<file path="config.mk">
export PLATFORM = sky130hd
export DESIGN_NAME = elapsed_timer
export DESIGN_NICKNAME = d
export VERILOG_FILES = /design/src/rtl/timer_pkg.sv /design/src/rtl/tick_gen.sv /design/src/rtl/elapsed_timer.sv
export SDC_FILE = /design/constraint.sdc
export NUM_CORES = 1
export LEC_CHECK = 0
export BUFFER_PORTS_ARGS = -buffer_cell sky130_fd_sc_hd__buf_2
export CORE_MARGIN = 2
export CORE_UTILIZATION = 50
export DETAILED_ROUTE_END_ITERATION = 8
export PLACE_DENSITY = 0.69
export SETUP_SLACK_MARGIN = 0.02
export SLEW_MARGIN = 10
export SYNTH_ARGS = -nofsm -noshare
export SYNTH_HDL_FRONTEND = slang
export SYNTH_SLANG_ARGS = --single-unit
</file>
<file path="constraint.sdc">
create_clock -name clk_104mhz -period 2.4 [get_ports clk_104mhz]
set_input_delay 0.36 -clock clk_104mhz [delete_from_list [all_inputs] [get_ports clk_104mhz]]
set_output_delay 0.36 -clock clk_104mhz [all_outputs]
set_load 0.01 [all_outputs]
</file>
<file path="src/rtl/timer_pkg.sv">
// Shared definitions for the timer family (elapsed timer, countdown timer).
// Holds the controller state encoding and the default prescaler terminal count.
package timer_pkg;

  // Clocks per tick: 2 Hz at a 104 MHz system clock.
  localparam logic [25:0] DEFAULT_COUNTER_HI = 26'd52_000_000;

  typedef enum logic [1:0] {
    IDLE      = 2'd0,
    RUNNING   = 2'd1,
    PAUSED    = 2'd2,
    SATURATED = 2'd3
  } timer_state_e;

endpackage

</file>
<file path="src/rtl/tick_gen.sv">
// Prescaler: counts enabled cycles 0..COUNTER_HI-1 and flags the wrap cycle.
// Ports:
//   clk, rst  - clock and asynchronous active-high reset
//   enable    - advance the count this cycle; when low the count is frozen
//   clear     - synchronous return to 0 (wins over enable)
//   tick_c    - combinational: high in the enabled cycle whose edge wraps the count
module tick_gen
  import timer_pkg::*;
#(
  parameter int unsigned COUNTER_HI = 32'(DEFAULT_COUNTER_HI)
) (
  input  logic clk,
  input  logic rst,
  input  logic enable,
  input  logic clear,
  output logic tick_c
);

  localparam int unsigned CNT_W = (COUNTER_HI > 1) ? $clog2(COUNTER_HI) : 1;
  localparam logic [CNT_W-1:0] CNT_LAST = CNT_W'(COUNTER_HI - 1);

  logic [CNT_W-1:0] cnt_q;
  logic [CNT_W-1:0] cnt_d;

  // With COUNTER_HI=1 the count sits at 0 and every enabled cycle ticks.
  assign tick_c = enable && (cnt_q == CNT_LAST);

  always_comb begin
    cnt_d = cnt_q;
    if (clear) begin
      cnt_d = '0;
    end else if (enable) begin
      cnt_d = tick_c ? '0 : cnt_q + CNT_W'(1);
    end
  end

  always_ff @(posedge clk or posedge rst) begin
    if (rst) begin
      cnt_q <= '0;
    end else begin
      cnt_q <= cnt_d;
    end
  end

endmodule

</file>
<file path="src/rtl/elapsed_timer.sv">
// Stopwatch-style elapsed tick counter with pause/resume, lap capture and
// saturation at the top of the count range.
// Ports:
//   clk_104mhz, reset - system clock, asynchronous active-high reset
//   start, stop, resume, clear, lap - single-cycle command pulses (held = repeated)
//   elapsed    - ticks counted since the last start
//   lap_value  - elapsed value captured by the last accepted lap
//   lap_valid  - one-cycle pulse following an accepted lap
//   running    - controller is in RUNNING
//   saturated  - controller is in SATURATED
module elapsed_timer
  import timer_pkg::*;
#(
  parameter logic [25:0] COUNTER_HI = DEFAULT_COUNTER_HI,
  parameter int unsigned WIDTH      = 8
) (
  input  logic             clk_104mhz,
  input  logic             reset,
  input  logic             start,
  input  logic             stop,
  input  logic             resume,
  input  logic             clear,
  input  logic             lap,
  output logic [WIDTH-1:0] elapsed,
  output logic [WIDTH-1:0] lap_value,
  output logic             lap_valid,
  output logic             running,
  output logic             saturated
);

  localparam logic [WIDTH-1:0] MAX_COUNT = '1;

  timer_state_e     state_q, state_d;
  logic [WIDTH-1:0] elapsed_q, elapsed_d;
  logic [WIDTH-1:0] lap_value_q, lap_value_d;
  logic             lap_valid_q, lap_valid_d;
  logic             running_q, running_d;
  logic             saturated_q, saturated_d;

  logic presc_en_c;
  logic presc_clr_c;
  logic tick_c;

  // The prescaler advances in every RUNNING cycle, including the one in which
  // stop is taken, so a pause freezes it one count past the stop edge.
  assign presc_clr_c = clear || start;
  assign presc_en_c  = (state_q == RUNNING) && !presc_clr_c;

  tick_gen #(
    .COUNTER_HI(32'(COUNTER_HI))
  ) u_tick_gen (
    .clk    (clk_104mhz),
    .rst    (reset),
    .enable (presc_en_c),
    .clear  (presc_clr_c),
    .tick_c (tick_c)
  );

  // Next-state, count and lap logic.
  always_comb begin
    state_d     = state_q;
    elapsed_d   = elapsed_q;
    lap_value_d = lap_value_q;
    lap_valid_d = 1'b0;

    if (clear) begin
      state_d   = IDLE;
      elapsed_d = '0;
    end else if (start) begin
      state_d   = RUNNING;
      elapsed_d = '0;
    end else begin
      unique case (state_q)
        RUNNING: begin
          // Reaching the top value saturates even if stop arrives on the same edge.
          if (tick_c && (elapsed_q == MAX_COUNT - WIDTH'(1))) begin
            elapsed_d = MAX_COUNT;
            state_d   = SATURATED;
          end else begin
            if (tick_c) begin
              elapsed_d = elapsed_q + WIDTH'(1);
            end
            if (stop) begin
              state_d = PAUSED;
            end
          end
        end
        PAUSED: begin
          if (resume) begin
            state_d = RUNNING;
          end
        end
        default: begin
          state_d = state_q;
        end
      endcase
    end

    // Lap samples the count as it stood before this edge's update.
    if (lap && !clear && (state_q != IDLE)) begin
      lap_value_d = elapsed_q;
      lap_valid_d = 1'b1;
    end

    running_d   = (state_d == RUNNING);
    saturated_d = (state_d == SATURATED);
  end

  always_ff @(posedge clk_104mhz or posedge reset) begin
    if (reset) begin
      state_q     <= IDLE;
      elapsed_q   <= '0;
      lap_value_q <= '0;
      lap_valid_q <= 1'b0;
      running_q   <= 1'b0;
      saturated_q <= 1'b0;
    end else begin
      state_q     <= state_d;
      elapsed_q   <= elapsed_d;
      lap_value_q <= lap_value_d;
      lap_valid_q <= lap_valid_d;
      running_q   <= running_d;
      saturated_q <= saturated_d;
    end
  end

  assign elapsed   = elapsed_q;
  assign lap_value = lap_value_q;
  assign lap_valid = lap_valid_q;
  assign running   = running_q;
  assign saturated = saturated_q;

endmodule

</file>
Yosys cells after proc, flatten, opt, wreduce, memory -nomap -nowiden
Cells that the tools add are included.

Register bits after elaboration: 47. Bits of input ports: 7. Output and inout port bits: 19. Word-level logic and storage cells: 43.

$add $sub $neg: 2. Equality and inequality tests: 6. Multiplexer cells: 15. Reduce and logical (&&, ||, !) cells: 13.

Operators by type and width (number): $mux 26 (3); $mux 8 (5); $add 26x1->26 const B (1); $eq 26x26->1 const B (1); $mux 2 (5); $add 8x1->8 const B (1); $eq 8x8->1 const B (1); $logic_and 1x1->1 (5); $eq 2x1->1 const B (2); $eq 2x2->1 const B (2); $pmux 2 s2 (1); $reduce_bool 2->1 (2); $reduce_bool 4->1 (1); $reduce_bool 3->1 (1); $logic_not 1->1 (2); $reduce_and 2->1 (1); $logic_or 1x1->1 (1); $mux 1 (1).

Logic depth before layout (Yosys ltp)
Word-level depth: 10. Mapped depth: 9. Gate-level depth less buffers: 7.

Modules after synthesis
A second synthesis with hierarchy kept.

Cells, all modules: 260. Area, all modules: 2531.2 um^2.

Modules (own cells, without submodules): tick_gen (instances 1, cells each 160, area an instance 1486.4 um^2); elapsed_timer (instances 1, cells each 100, area an instance 1044.8 um^2).

Worst setup path before layout
No wires, ideal clock.

Kind: register -> register. Start point: register state_q[1]. End point: register u_tick_gen.cnt_q[0]. Arrival time: 1.979 ns. Data required time: 2.275 ns. Path slack: 0.296 ns. Cell stages (with the launch flop): 9. Path buffers: 2. Cell sequence: dfrtp_1 inv_1 ha_1 or3b_1 buf_2 nor4_4 a21oi_2 buf_2 mux2_2.

Cells in the longest elaborated chain, start to end: 6. Elaborated cells between the ends (all ways): 7. Those cells by class: eq/ne: 1; mux: 3; reduce/logical: 3.

RTL lines: from (decl) (line elapsed_timer.sv:33) `timer_state_e state_q, state_d;`; from (signal assigned) (line elapsed_timer.sv:118) `state_q <= state_d;`; $eq 2x1->1 * (line elapsed_timer.sv:47) `assign presc_en_c = (state_q == RUNNING) && !presc_clr_c;`; $logic_and 1x1->1 * (line elapsed_timer.sv:47); $logic_and 1x1->1 (line tick_gen.sv:26) `assign tick_c = enable && (cnt_q == CNT_LAST);`; $mux 26 (line tick_gen.sv:33) `cnt_d = tick_c ? '0 : cnt_q + CNT_W'(1);`; $mux 26 (line tick_gen.sv:32) `end else if (enable) begin`; $mux 26 (line tick_gen.sv:30) `if (clear) begin`; to (signal assigned) (line tick_gen.sv:41) `cnt_q <= cnt_d;`; to (decl) (line tick_gen.sv:22) `logic [CNT_W-1:0] cnt_q;`.

Mark *: on every way between the ends. The rest lies on a longest branch, timed or not. The select of a mux whose other input is x is not followed. A chain may end at the register's enable or synchronous reset.

Worst setup path after layout
Start point: register state_q[1]. End point: register u_tick_gen.cnt_q[22].

The elaborated chain is that of the path after synthesis.

==> reports/metrics.cfg <==
[setup_path]
cp_max_fo=12
slowest_stage=or3b_1
crit_required_ns=2.57
cp_top_family=simple AND/OR/NAND/NOR gates
worstPathCellList=inv_1, ha_1, or3b_1, nor4_4, a21oi_2, a41oi_1, a31oi_1
cp.arrival_ns=2.37
critPathKind=flip-flop to flip-flop
critPathBufInv=1
endpoint_kind=flip-flop
cpPeakStageDelay_ns=0.48
start_kind=flip-flop

[sta]
worstMarginPinSlew_ns=0.588
rsz0062_at_grt=no
fmax_ghz=0.454
period_share_pct=91.7
fin_worst_skew_ns=0.00956
maxSlewHeadroom_pct=60.8
finalMaxSlewViolations=0
hold_violations=0
setup_tns_ns=0
setup_viol=0
min_period_ns=2.20

[placement]
hpwl_um=3910
place_congestion=0.933
place_area_mm2=0.00284
numPortBuffers=25

[logic_synthesis]
yosysWarnings=0
synth_compound_area_share_pct=9.50
synth.area.mux_share_pct=3.85
synthFlopType=dfrtp_1
synth.avg_cell_area_um2=9.94
synth_enable_flop_cells=0
yosys.area.top_type_share_pct=44.7
ys_seq_area_share_pct=44.7
synth_xor_xnor_area_share_pct=5.65
netlist_instances=265
synth_fa_ha_area_share_pct=2.85
synth_simple_gate_area_share_pct=28.9
yosysUniqueCellTypes=55
synth_top_area_cell=dfrtp_1
synth_top_family_by_area=simple AND/OR/NAND/NOR gates
synthArstFlopShare_pct=100
yosysMostFrequentCell=dfrtp_1
synth_common_cells=47 x dfrtp_1, 27 x nor2_1, 18 x nand4_1
synthesis.area_mm2=0.00263
syn_nets=278
synth-seq-cells=47
synth.area.top_cells=dfrtp_1 45%, nand4_1 4.3%, mux2_2 3.8%

[grt]
grt_pass1_vias=1983
antenna_found_initial=0
grt_max_degree=48
grt_first_pass_wirelength_um=9540
grtUsageTotal_pct=20.0
overflow=0

[cts]
ctsRootBufferMaster=clkbuf_8
cts_tree=built
post_cts_buffers=0
cts_made_buffers=5
cts_hold_buffers=0
insertion_delay_ns=0.30
cts_max_level=2
ctsResizeCount=0
cts.path.max_buffers=2
cts_sinks=47
clk_pin_slew_ns=0.09

[routing]
route.antenna.remaining_nets=0
wirelength_um=5520
vias=2091
drtIter0Drc=122
viasPerCell=5.74
drc_errors=0
routedWlPerCell_um=15.2
dr.pass1.iters=4

[hold_path]
worstHoldPathType=input pin to asynchronous set/reset pin

[die]
rows=26
io_pins=26
start_util_pct=51.6
dieArea_mm2=0.00586
die_y_um=76.6
die_x_um=76.6
core_area_mm2=0.00511

[cells_and_area]
diodes=0
final_cell_area_mm2=0.00294
drive_gt1_share_pct=21.4
syn_to_final_growth_pct=11.6
fin_nets=306

[run_status]
status=finished, final reports clean

[pwr]
ir_worst_vdd_v=0.000326
powerDensity_mw_per_mm2=480
p_leak_nw=1.33

[run]
cap_violations=0

where the power goes:
part	total, mW	switching, mW	internal (mW)
sequential	0.802	0.00473	0.798
clock	0.522	0.260	0.262
combinational	0.0861	0.0566	0.0296
total	1.41	0.321	1.09
layout make-up:
class / count / area [um^2]
Timing Repair Buffer: 33 / 185
Inverter: 13 / 48.8
Fill cell: 459 / 2170
Tap cell: 70 / 87.6
Sequential cell: 47 / 1180
Clock buffer: 7 / 96.3
Clock inverter: 1 / 7.51
Multi-Input combinational cell: 193 / 1340
sequential cells by signal, indices dropped and copies added (netlist names):
register and cells:
u_tick_gen.cnt_q 26, elapsed 8, lap_value 8, state_q 2, lap_valid 1, running 1
saturated 1
routing by layer:
layer	track usage (%)	vias to the layer above	part of all wire, %
met5	0	-	0
met4	7.09	0	2.2
met3	3.67	10	3.5
met2	32.0	40	47
met1	27.4	1016	47
li1	-	1025	-
layout by cell type (no fill, tap or decap), drive strengths merged, types with 3 or more instances in the layout:
cell type / n
buf: 33
o21ai: 9
or4: 3
xor2: 11
nor3: 5
and4: 6
inv: 13
nand2: 18
ha: 6
mux2: 9
dfrtp: 47
nand4: 20
a21oi: 7
nand3: 13
nor2: 27
nor4: 6
xnor2: 6
and2: 4
clkbuf: 7
and3: 8
a31oi: 9
kinds of logic (layout without fill, tap and decap cells):
| family | Yosys count | after routing |
|---|---|---|
| xor+xnor | 17 | 17 |
| compound gates | 38 | 38 |
| buf+inv | 25 | 54 |
| fa+ha+maj | 6 | 6 |
| simple gates | 123 | 123 |
| mux | 9 | 9 |
| flops | 47 | 47 |
worst register-to-register path, cell delays in order, from the launching register on:
cell and delay, ns:
dfrtp_1 0.40, inv_1 0.10, ha_1 0.16, or3b_1 0.48, nor4_4 0.41, a21oi_2 0.23
a41oi_1 0.24, a31oi_1 0.06
final timing paths:
| kind | slack, ns | cells past startpoint | endpoint | start |
|---|---|---|---|---|
| setup / recovery | 0.20 | 7 | u_tick_gen.cnt_q[22] | state_q[1] |
| hold / removal | 0.20 | 3 | saturated | reset |
| setup reg to reg | 0.20 | 7 | u_tick_gen.cnt_q[22] | state_q[1] |
| hold reg to reg | 0.51 | 1 | lap_value[7] | lap_value[7] |
| max in group asynchronous | 1.79 | 3 | u_tick_gen.cnt_q[21] | reset |
| min in group clk_104mhz | 0.33 | 2 | running | clear |
per-stage QoR:
step	setup slack, ns	util (%)	total power [mW]	cells	hold slack (ns)
5_1_grt	0.0550	57.5	1.48	364	0.248
3_3_place_gp	0.227	55.5	0.904	356	0.484
4_1_cts	0.206	57.5	1.43	364	0.223
3_5_place_dp	0.217	55.5	0.906	356	0.489
2_1_floorplan	0.296	-	0.875	265	0.426
6_report	0.199	57.5	1.41	364	0.199
No activity file was read; power rests on OpenSTA's default activity.
